$ cat config.mk
export PLATFORM = sky130hd
export DESIGN_NAME = dispatch_ctrl
export DESIGN_NICKNAME = d
export VERILOG_FILES = /design/src/rtl/dispatch_ctrl.sv
export SDC_FILE = /design/constraint.sdc
export NUM_CORES = 1
export LEC_CHECK = 0
export ABC_CLOCK_PERIOD_IN_PS = 8840
export CAP_MARGIN = 20
export CORE_MARGIN = 4
export CORE_UTILIZATION = 50
export CTS_CLUSTER_DIAMETER = 40
export DETAILED_ROUTE_END_ITERATION = 16
export GPL_ROUTABILITY_DRIVEN = 0
export PLACE_DENSITY = 0.82
export SETUP_SLACK_MARGIN = 0.3
export SYNTH_ARGS = -nofsm -noshare
export SYNTH_HDL_FRONTEND = slang
export SYNTH_SLANG_ARGS = --single-unit
$ cat constraint.sdc
create_clock -name clk_sys -period 8.84 [get_ports clk_sys]
set_clock_uncertainty 0.1 [all_clocks]
set_input_delay 1.326 -clock clk_sys [delete_from_list [all_inputs] [get_ports clk_sys]]
set_output_delay 1.326 -clock clk_sys [all_outputs]
set_load 0.1 [all_outputs]
$ cat src/rtl/dispatch_ctrl.sv
// dispatch_ctrl: routes one master word to a decryption channel demux, holding select through byte serialisation
module dispatch_ctrl #(
  parameter int MST_DWIDTH = 32,
  parameter int SYS_DWIDTH = 8,
  parameter int CNT_WIDTH  = 16
) (
  input  logic                  clk_sys,
  input  logic                  rst,
  input  logic [MST_DWIDTH-1:0] data_i,
  input  logic [1:0]            alg_i,
  input  logic                  valid_i,
  output logic                  ready_o,
  input  logic [2:0]            en_i,
  input  logic [2:0]            busy_i,
  output logic [MST_DWIDTH-1:0] data_o,
  output logic                  valid_o,
  output logic [1:0]            select_o,
  output logic [CNT_WIDTH-1:0]  words0_o,
  output logic [CNT_WIDTH-1:0]  words1_o,
  output logic [CNT_WIDTH-1:0]  words2_o,
  output logic [CNT_WIDTH-1:0]  err_cnt_o
);
  localparam int BYTES = MST_DWIDTH / SYS_DWIDTH;
  localparam int CW = $clog2(BYTES + 1);
  typedef enum logic [1:0] {IDLE, WAIT_CH, ISSUE, DRAIN} state_t;
  state_t state, nxt;
  logic [CW-1:0] cnt;
  logic [CNT_WIDTH-1:0] words [3];
  logic [3:0] en_x, busy_x;
  logic accept, drop, done;
  // channel 3 does not exist, so it reads as disabled and never busy
  assign en_x = {1'b0, en_i};
  assign busy_x = {1'b0, busy_i};
  assign ready_o = state == IDLE && !rst;
  assign accept = valid_i && ready_o;
  assign drop = !en_x[alg_i];
  assign done = state == DRAIN && cnt == CW'(BYTES);
  assign words0_o = words[0];
  assign words1_o = words[1];
  assign words2_o = words[2];
  always_comb begin
    nxt = state;
    case (state)
      IDLE:    nxt = accept && !drop ? (busy_x[alg_i] ? WAIT_CH : ISSUE) : IDLE;
      WAIT_CH: nxt = busy_x[select_o] ? WAIT_CH : ISSUE;
      ISSUE:   nxt = DRAIN;
      default: nxt = done ? IDLE : DRAIN;
    endcase
  end
  always_ff @(posedge clk_sys or posedge rst) begin
    if (rst) begin
      state     <= IDLE;
      cnt       <= '0;
      data_o    <= '0;
      valid_o   <= 1'b0;
      select_o  <= '0;
      err_cnt_o <= '0;
      for (int i = 0; i < 3; i++) words[i] <= '0;
    end else begin
      state     <= nxt;
      valid_o   <= nxt == ISSUE;
      cnt       <= state == DRAIN && !done ? cnt + 1'b1 : '0;
      if (accept && !drop) begin
        data_o   <= data_i;
        select_o <= alg_i;
      end
      err_cnt_o <= err_cnt_o + CNT_WIDTH'(accept && drop && !(&err_cnt_o));
      for (int i = 0; i < 3; i++)
        words[i] <= words[i] + CNT_WIDTH'(done && select_o == 2'(i) && !(&words[i]));
    end
  end
endmodule

* Word-level counts from Yosys, hierarchy flattened
Cells that the tools add are included.
** Word-level totals
- Bits in registers :: 104
- Input port bits :: 43
- Output and inout bits :: 100
- Word-level logic and storage cells :: 61
** Cells by class
- $add $sub $neg :: 5
- Order comparisons :: 2
- Equality and inequality tests :: 7
- Mux-type cells :: 12
- Reductions and logical operators :: 26
** Operator list (count)
- 16-bit by 1-bit adder with 16-bit output :: 4
- 16-bit AND reduction :: 4
- 1-bit logical AND :: 13
- 2-bit == test, second input constant :: 4
- 2-bit 2-to-1 mux :: 4
- 1-bit zero test :: 7
- 1-bit binary-select mux with 2-bit select :: 3
- 2-bit by 3-bit < comparator with 1-bit output, second input constant :: 2
- 2-bit one-hot mux with 3 select lines :: 1
- 2-bit by 1-bit == test with 1-bit output, second input constant :: 2
- 2-bit zero test :: 2
- 3-bit by 1-bit adder with 3-bit output, second input constant :: 1
- 3-bit == test, second input constant :: 1
- 1-bit 2-to-1 mux :: 3
- 3-bit 2-to-1 mux :: 1

* Logic depth before layout (Yosys ltp)
- Depth in word-level cells :: 7
- Mapped depth :: 10
- Gate-level depth less buffers :: 10

* Worst setup path before layout
Ideal clock, no wire load.
- Kind :: input to register
- From :: in rst
- To :: reg err_cnt_o[11]
- Library setup time :: 0.160 ns
- Arrival :: 3.871 ns
- Required time :: 8.580 ns
- Slack :: 4.709 ns
- Cell stages on the path :: 8
- Buffers on the path :: 0
- Cell sequence :: nor3_2 nand3b_1 a21oi_1 ha_1 nand3_1 nor3_1 nand2_1 xnor2_1
** Between the ends
- Cells in the longest elaborated chain, start to end :: 6
** RTL lines
- start, declared :: RTL line 8 : input logic rst,
- 1-bit zero test (no line)
- 1-bit logical AND :: RTL line 34 : assign ready_o = state == IDLE && !rst;
- 1-bit logical AND :: RTL line 35 : assign accept = valid_i && ready_o;
- 1-bit logical AND (2 in series) :: RTL line 67 : err_cnt_o <= err_cnt_o + CNT_WIDTH'(accept && drop && !(&err_cnt_o));
- 16-bit by 1-bit adder with 16-bit output :: RTL line 67
- end signal, assigned :: RTL line 67
- end, declared :: RTL line 21 : output logic [CNT_WIDTH-1:0] err_cnt_o
No other way between the ends.
A chain may end at the register's enable or synchronous reset.

* Final worst setup path
- From :: in rst
- To :: out ready_o
** Between the ends
- Cells in the longest elaborated chain, start to end :: 2
** RTL lines
- 1-bit zero test (no line)
- 1-bit logical AND :: RTL line 34
- end, declared :: RTL line 12 : output logic ready_o,
No other way between the ends.

==> results.ini <==
[worst_setup_path]
critPathKind = in2out
path_buf_inv = 2
crit_chain = clkdlybuf4s50_1 > nor3_2 > clkdlybuf4s50_1
crit_cells = 3
worst-r2r-cell-count = 9
end_kind = primary output
cp.required_ns = 7.41
setup.worst_path.start_class = input pin
r2r_slack_ns = 6.11
cpMostUsedCell = clkdlybuf4s50_1
path_max_fanout = 3
crit_arrival_ns = 3.29
critPathTopFamily = buffers and inverters
timing.rr.end = words1_o[12]$_DFF_PP0_
worstReg2RegStart = words1_o[4]$_DFF_PP0_
max_stage_delay_ns = 1.21
slowest_stage = clkdlybuf4s50_1

[clocking]
cts_max_level = 3
numClockSinks = 104
cts-root-buf = clkbuf_8
clk_path_buf_depth = 2
post-cts-setup-buffers = 0
clkTransAtPathRegs_ns = 0.09
cts_tree = done
cts_resized = 0
numCtsBuffers = 9
clk_latency_ns = 0.35
cts_hold_buf = 0

[routing]
drc = 0
vias = 3185
dr.pass1.iters = 4
drt_iter0_drc = 68
ant_nets = 0
drt_wl_total_um = 10100
viasPerCell = 5.20
wire_per_inst_um = 16.4

[timing]
slew_viol_final = 0
rsz0062_at_grt = false
setup_viol_count_final = 0
worst_slew_pin_slew_ns = 1.02
timing.fmax_mhz = 212
slew_headroom_pct = 32.0
fin_setup_tns_ns = 0
hold_viol = 0
period_needed_ns = 4.72
fin_crit_sh_pct = 53.4

[global_routing]
antenna_found_initial = 0
grt-ovfl-total = 0
grt_first_pass_wirelength_um = 16500
grt_pass1_vias = 3288
grt_max_degree = 81
grt_use_total_pct = 18.6

[power]
pwr-share-seq_pct = 32.6
pwr-share-clk_pct = 13.6
swShare_pct = 51.4
power.internal_mw = 0.967
p_sw_mw = 1.02
power_mw = 1.99
p_comb_share_pct = 53.8
ir_worst_vdd_uv = 335
p_leak_nw = 2.92
power.density_nw_per_um2 = 316

[floorplanning]
die_w_um = 104
coreArea_um2 = 8810
dieArea_um2 = 10700
rows = 34
die_h_um = 104
io_pins = 143
initial_core_util_pct = 51.8

[place]
place_area_um2 = 6090
hpwl_um = 7490
port_buffers = 142

[synthesis]
yosysWarnings = 0
synthFlopType = dfrtp_1
synthTopCellsByArea = dfrtp_1, mux2_4, xnor2_1
syn_avg_cell_area_um2 = 13.0
ys_seq_area_share_pct = 57.0
async_flop_share_pct = 100
synth_nets = 406
synth_cell_type_count = 33
synthCells = 350
synth-edff-count = 0
netlist_area_um2 = 4560
synth_top_area_share_pct = 57.0
synth_seq_cells = 104
synth_top_area_cell = dfrtp_1

[layout]
drive_above_1_share_pct = 10.9
area_growth_pct = 38.0
diodes = 0
fin_nets = 556
final_common_cell = clkdlybuf4s50_1
final_cell_mix = clkdlybuf4s50_1, dfrtp_1, xnor2_1, nand3_1, mux2_4
fin_area_um2 = 6300

[outcome]
status = complete, no violations

[worst_hold_path]
hold_start = cnt[0]$_DFF_PP0_
whs_endpoint = cnt[0]$_DFF_PP0_
holdPathStages = 1
min_path_type = reg2reg

[job]
maxCapViolations = 0

-- cell type report --
class	count	area, um^2
Tap cell	108	135
Clock buffer	11	141
Multi-Input combinational cell	235	1900
Inverter	6	25.0
Fill cell	615	2510
Clock inverter	5	40.0
Sequential cell	104	2600
Timing Repair Buffer	144	1460
-- layer usage --
layer | track usage (%) | up-vias | wire, um
met2 | 31.2 | 89 | 5070
li1 | - | 1532 | -
met5 | 0 | - | 0
met1 | 23.6 | 1555 | 4260
met3 | 5.72 | 9 | 635
met4 | 4.75 | 0 | 85
-- state kept, by name (all words and copies together) (netlist names) --
register / flops
cnt: 3
data_o: 32
err_cnt_o: 16
select_o: 2
state: 2
valid_o: 1
words0_o: 16
words1_o: 16
words2_o: 16
-- power groups by stage --
stage	Sequential [mW]	Combinational, mW	Clock [mW]
floorplan	1.30	0.173	0
global placement	0.651	1.06	0
detailed placement	0.655	1.07	0
CTS	0.650	1.08	0.280
global route	0.664	1.10	0.301
finish	0.650	1.07	0.271
-- cell usage after synthesis (6+ instances only) --
cell type  number
nand2_1        20
and4_1          9
xor2_1         21
dfrtp_1       104
xnor2_1        36
ha_1           13
nor3_1          6
and3_1         13
nor2_1         17
mux2_4         27
mux2_2          7
nand4_1        15
nand3_1        28
inv_1           6
-- cells by family (layout without fill, tap and decap cells) --
| logic type | Yosys count | count (layout) | share of synthesized area, % |
|---|---|---|---|
| buffers and inverters | 11 | 166 | 1.40 |
| AND/OR/NAND/NOR | 119 | 119 | 14.3 |
| flip-flops | 104 | 104 | 57.0 |
| AO/OA/AOI/OAI | 9 | 9 | 1.51 |
| multiplexers | 37 | 37 | 11.3 |
| adder cells (fa/ha/maj) | 13 | 13 | 3.57 |
| XOR/XNOR | 57 | 57 | 10.9 |
-- worst max path at each step --
stage	slack, ns	start	endpoint
2_1_floorplan	4.68	rst	cnt[0]$_DFF_PP0_
3_3_place_gp	4.16	rst	ready_o
3_5_place_dp	4.12	rst	ready_o
4_1_cts	4.10	rst	ready_o
5_1_grt	4.05	rst	ready_o
6_report	4.12	rst	ready_o
-- metrics by stage --
stage,hold WS (ns),util (%),setup slack [ns],instances
final,0.367,71.5,4.12,613
after global routing,0.403,71.5,4.05,613
after CTS,0.372,71.2,4.10,612
after detailed placement,0.359,69.1,4.12,596
after global placement,0.343,69.1,4.16,596
after floorplan,0.332,-,4.68,350
(Power assumes the default switching activity.)
